===== config.mk =====
export PLATFORM = sky130hd
export DESIGN_NAME = median_line_ctrl
export DESIGN_NICKNAME = d
export VERILOG_FILES = /design/src/rtl/median_line_ctrl.sv
export SDC_FILE = /design/constraint.sdc
export NUM_CORES = 1
export LEC_CHECK = 0
export ABC_AREA = 0
export CAP_MARGIN = 10
export CORE_ASPECT_RATIO = 0.7
export CORE_MARGIN = 8
export CORE_UTILIZATION = 25
export DETAILED_ROUTE_END_ITERATION = 16
export REMOVE_ABC_BUFFERS = 1
export SLEW_MARGIN = 20
export SYNTH_ARGS = -nofsm -noshare
export SYNTH_HDL_FRONTEND = slang
export SYNTH_SLANG_ARGS = --single-unit

===== constraint.sdc =====
create_clock -name clk -period 4 [get_ports clk]
set_input_delay 0.8 -clock clk [delete_from_list [all_inputs] [get_ports clk]]
set_output_delay 0.8 -clock clk [all_outputs]
set_load 0.005 [all_outputs]

===== src/rtl/median_line_ctrl.sv =====
// 3x1 column former for a median filter: two external BRAM line buffers.
// Define MEDIAN_LB_BORDER_EN to emit zero-padded columns for rows 0 and 1.
module median_line_ctrl #(
  parameter int IMG_WIDTH  = 640,
  parameter int IMG_HEIGHT = 480,
  parameter int PIX_WIDTH  = 12,
  parameter int ADDR_WIDTH = $clog2(IMG_WIDTH)
) (
  input  logic                   clk,
  input  logic                   rst_n,
  input  logic                   start_i,
  input  logic                   pix_valid_i,
  input  logic [PIX_WIDTH-1:0]   pix_i,
  output logic                   pix_ready_o,
  output logic                   col_valid_o,
  output logic [3*PIX_WIDTH-1:0] col_o,
  input  logic                   col_ready_i,
  output logic [15:0]            col_x_o,
  output logic [15:0]            col_y_o,
  output logic                   done_o,
  output logic                   lb_wr_en_o,
  output logic                   lb_rd_en_o,
  output logic [ADDR_WIDTH-1:0]  lb_wr_addr_o,
  output logic [ADDR_WIDTH-1:0]  lb_rd_addr_o,
  output logic [PIX_WIDTH-1:0]   lb0_wdata_o,
  output logic [PIX_WIDTH-1:0]   lb1_wdata_o,
  input  logic [PIX_WIDTH-1:0]   lb0_rdata_i,
  input  logic [PIX_WIDTH-1:0]   lb1_rdata_i
);

  typedef enum logic [1:0] {
    IDLE = 2'd0,
    FILL = 2'd1,
    RUN  = 2'd2
  } state_e;

`ifdef MEDIAN_LB_BORDER_EN
  localparam bit BORDER = 1'b1;
`else
  localparam bit BORDER = 1'b0;
`endif

  localparam logic [15:0] XMAX = 16'(IMG_WIDTH - 1);
  localparam logic [15:0] YMAX = 16'(IMG_HEIGHT - 1);
  localparam logic [15:0] YEND = 16'(IMG_HEIGHT);

  state_e                 state_q, state_d;
  logic [15:0]            x_q, x_d;
  logic [15:0]            y_q, y_d;
  logic                   wr_pend_q, wr_pend_d;
  logic [ADDR_WIDTH-1:0]  wr_addr_q, wr_addr_d;
  logic [PIX_WIDTH-1:0]   wr_pix_q, wr_pix_d;
  logic                   col_valid_q, col_valid_d;
  logic [PIX_WIDTH-1:0]   col_pix_q, col_pix_d;
  logic [15:0]            col_x_q, col_x_d;
  logic [15:0]            col_y_q, col_y_d;

  logic busy, ready, accept, col_hs, last_hs, load;
  logic [PIX_WIDTH-1:0] top, mid;

  always_ff @(posedge clk or negedge rst_n) begin
    if (!rst_n) begin
      state_q     <= IDLE;
      x_q         <= '0;
      y_q         <= '0;
      wr_pend_q   <= 1'b0;
      wr_addr_q   <= '0;
      wr_pix_q    <= '0;
      col_valid_q <= 1'b0;
      col_pix_q   <= '0;
      col_x_q     <= '0;
      col_y_q     <= '0;
    end else begin
      state_q     <= state_d;
      x_q         <= x_d;
      y_q         <= y_d;
      wr_pend_q   <= wr_pend_d;
      wr_addr_q   <= wr_addr_d;
      wr_pix_q    <= wr_pix_d;
      col_valid_q <= col_valid_d;
      col_pix_q   <= col_pix_d;
      col_x_q     <= col_x_d;
      col_y_q     <= col_y_d;
    end
  end

  always_comb begin
    state_d     = state_q;
    x_d         = x_q;
    y_d         = y_q;
    wr_pend_d   = 1'b0;
    wr_addr_d   = wr_addr_q;
    wr_pix_d    = wr_pix_q;
    col_valid_d = col_valid_q;
    col_pix_d   = col_pix_q;
    col_x_d     = col_x_q;
    col_y_d     = col_y_q;

    busy    = (state_q != IDLE);
    // y reaches IMG_HEIGHT once the last pixel is in; stop taking more
    ready   = busy && (y_q != YEND) && (!col_valid_q || col_ready_i);
    accept  = pix_valid_i && ready;
    col_hs  = col_valid_q && col_ready_i;
    last_hs = col_hs && (col_x_q == XMAX) && (col_y_q == YMAX);
    load    = accept && (BORDER || (state_q == RUN));

    unique case (state_q)
      IDLE: if (start_i) begin
        state_d = FILL;
        x_d     = '0;
        y_d     = '0;
      end
      FILL: if (accept && (x_q == XMAX) && (y_q == 16'd1))
        state_d = RUN;
      RUN: if (last_hs)
        state_d = IDLE;
      default: state_d = IDLE;
    endcase

    if (accept) begin
      wr_pend_d = 1'b1;
      wr_addr_d = x_q[ADDR_WIDTH-1:0];
      wr_pix_d  = pix_i;
      if (x_q == XMAX) begin
        x_d = '0;
        y_d = y_q + 16'd1;
      end else begin
        x_d = x_q + 16'd1;
      end
    end

    if (load) begin
      col_valid_d = 1'b1;
      col_pix_d   = pix_i;
      col_x_d     = x_q;
      col_y_d     = y_q;
    end else if (col_hs) begin
      col_valid_d = 1'b0;
    end

    // read data is held by the BRAM until the next accepted pixel
    top = lb1_rdata_i;
    mid = lb0_rdata_i;
    if (BORDER && (col_y_q < 16'd2)) top = '0;
    if (BORDER && (col_y_q == 16'd0)) mid = '0;
  end

  assign pix_ready_o  = ready;
  assign col_valid_o  = col_valid_q;
  assign col_o        = col_valid_q ? {top, mid, col_pix_q} : '0;
  assign col_x_o      = col_x_q;
  assign col_y_o      = col_y_q;
  assign done_o       = last_hs;
  assign lb_rd_en_o   = accept;
  assign lb_rd_addr_o = accept ? x_q[ADDR_WIDTH-1:0] : '0;
  assign lb_wr_en_o   = wr_pend_q;
  assign lb_wr_addr_o = wr_addr_q;
  assign lb0_wdata_o  = wr_pix_q;
  assign lb1_wdata_o  = wr_pend_q ? lb0_rdata_i : '0;

endmodule

==> results of run 1 <==
-- layout make-up --
cell class                 count  area, sq um
inverter                       9         33.8
sequential                   102         2550
tap                          270          338
fill                        1955        12600
clock inverter                 7          104
timing repair buffer         168         1660
multi-input combinational    330         2340
clock buffer                   9          225
-- power by group --
group | total, mW | switching [mW] | internal, mW
clock network | 0.985 | 0.427 | 0.558
registers | 1.10 | 0.0340 | 1.06
logic | 0.220 | 0.0930 | 0.127
total | 2.30 | 0.554 | 1.75
-- registers in the layout, summed over array words and instances (netlist names) --
| register | cells |
|---|---|
| y_q | 16 |
| lb_wr_en_o | 1 |
| lb0_wdata_o | 12 |
| col_y_o | 16 |
| col_pix_q | 12 |
| x_q | 16 |
| lb_wr_addr_o | 10 |
| state_q | 2 |
| col_valid_o | 1 |
| col_x_o | 16 |
-- stage by stage --
stage | hold slack [ps] | cells | area [sq um] | total power, mW | utilization
floorplan | 468 | 441 | 4920 | 1.17 | -
global placement | 458 | 879 | 6920 | 1.34 | 0.349
detailed placement | 461 | 879 | 6920 | 1.34 | 0.349
CTS | 481 | 895 | 7250 | 2.35 | 0.365
global route | 501 | 895 | 7250 | 2.41 | 0.365
finish | 473 | 895 | 7250 | 2.30 | 0.365
-- critical path, cell delays in order --
cell	delay (ps)
clkdlybuf4s50_1	470
nand2b_1	160
and3b_1	220
nand2_1	190
nor2_1	260
clkdlybuf4s50_1	550
-- worst paths after layout --
path	startpoint	endpoint	slack [ps]
worst max-delay path	col_ready_i	lb_rd_addr_o[3]	540
worst min-delay path	lb0_wdata_o[11]	lb0_wdata_o[11]	470
worst max register to register	x_q[0]	y_q[11]	1500
worst min register to register	lb0_wdata_o[11]	lb0_wdata_o[11]	470
max in group asynchronous	rst_n	lb_wr_addr_o[3]	2760
min in group asynchronous	rst_n	col_y_o[12]	500
-- layer usage --
metal / vias up / global-route usage / wire (um)
li1: 1965 / - / -
met5: - / 0 / 0
met1: 2030 / 0.169 / 7300
met2: 177 / 0.190 / 6680
met3: 9 / 0.0472 / 1760
met4: 0 / 0.0237 / 87
-- kinds of logic (layout without fill, tap and decap cells) --
logic type                 count (synthesis)  count (layout)  share of synthesized area
adders and majority gates                  4               4                    0.00989
and+or+nand+nor                          208             208                      0.225
AOI/OAI and AO/OA                         68              68                     0.0865
buffers and inverters                     36             193                     0.0346
DFF                                      102             102                      0.504
muxes                                     49              49                      0.138
xor gates and xnor gates                   1               1                    0.00173
-- cell usage in the layout, fill, tap and decap left out, types with 9 or more instances in the layout --
cell type,count
a21oi_1,12
nand3_1,14
and3_1,12
dfrtp_1,102
clkdlybuf4s50_1,156
o21ai_0,16
buf_4,11
a31oi_1,11
nand4_1,10
clkbuf_16,9
nand2_1,62
and2_1,51
inv_1,9
a21o_1,10
mux2_4,40
nor2_1,11
==> qor.yml, run 1 <==
status: "completed"
crit_required_ps: 3200
powerDensity_mw_per_mm2: 317
rows: 43
hold_class: "reg -> reg"
reg2regPathDepth: 6
yosysMostFrequentCell: "dfrtp_1"
fmax_ghz: 0.289
detailed_place_hpwl_um: 11700
synthToLayoutAreaGrowth_pct: 43.3
fp.dieH_um: 135
path_max_fanout: 4
layout.nets: 665
track_usage: 0.125
ys_async_sr_fraction: 1.00
ctsResizeCount: 0
ys_top_cells_by_area: "dfrtp_1 (50%), mux2_4 (12%), and2_1 (6.3%), nand2_1 (4.6%), and3_1 (1.6%)"
vias_per_cell: 4.67
power.static_leakage_nw: 3.17
gr-total-overflow: 0
drive_above_1_share: 0.125
finalCriticalPeriod_ps: 3460
max_cap_viol_count: 0
die_w_um: 186
clock_latency_ps: 350
first_pass_iters: 4
drc: 0
worst_pin_slew_ps: 723
synth_top_area_frac: 0.504
ys_seq_area_frac: 0.504
routedWlPerCell_um: 17.7
core_region_area_sq_mm: 0.0199
ys_types: 45
antenna_cells: 0
htree_levels: 3
yosysWarnings: 0
critPathCaptureType: "primary output"
drt_iter0_drc: 225
totalWireLength_um: 15800
cts_setup_buffers: 0
grt_pass1_wl_um: 24400
vias: 4181
skew_ps: 7.98
synth_top_area_cell: "dfrtp_1"
syn_area_sq_mm: 0.00506
setup_violations: 0
postRouteAntennaNets: 0
finalHoldViolations: 0
clock_path_buffers: 2
relSlewSlack: 0.511
grt_pass1_vias: 4087
max-vdd-ir-drop_mv: 0.197
cp-start-kind: "input port"
crit_arrival_ps: 2660
final_max_slew_viol_count: 0
dp_slack_ps: 495
synth_edf_count: 0
finalCritPeriodShare: 0.865
antenna_found_initial: 0
clock-root-buffer: "clkbuf_16"
fin_setup_tns_ps: 0
port_buffers: 157
crit_type: "in -> out"
cts_sinks: 102
path_clk_slew_ps: 70
io_pins: 158
syn_avg_cell_area_sq_um: 10.8
fp.dieArea_sq_mm: 0.0251
synth_flop_cell: "dfrtp_1"
min_path_cells: 2
final.setup.worst_slack_ps: 539
ys_ff_latch: 102
start_util: 0.255
grt_start_max_net_pins: 57
cts_tree: "built"
cts-hold-fix-buffers: 0
netlist_instances: 468
rsz0062_at_grt: "no"
gp_congestion: 0.813
cts_buffers: 9
synthTopCellsByCount: "dfrtp_1 (102), nand2_1 (62), and2_1 (51), mux2_4 (40), clkbuf_1 (19)"
Power figures use the tool's default switching activity.
==> inputs of run 2 (changes only) <==
--- a/config.mk
+++ b/config.mk
@@ -5,7 +5,6 @@
 export SDC_FILE = /design/constraint.sdc
 export NUM_CORES = 1
 export LEC_CHECK = 0
-export ABC_AREA = 0
 export CAP_MARGIN = 10
 export CORE_ASPECT_RATIO = 0.7
 export CORE_MARGIN = 8
==> results of run 2 <==
The final DEF is identical to that of run 1; final timing and power are the same.
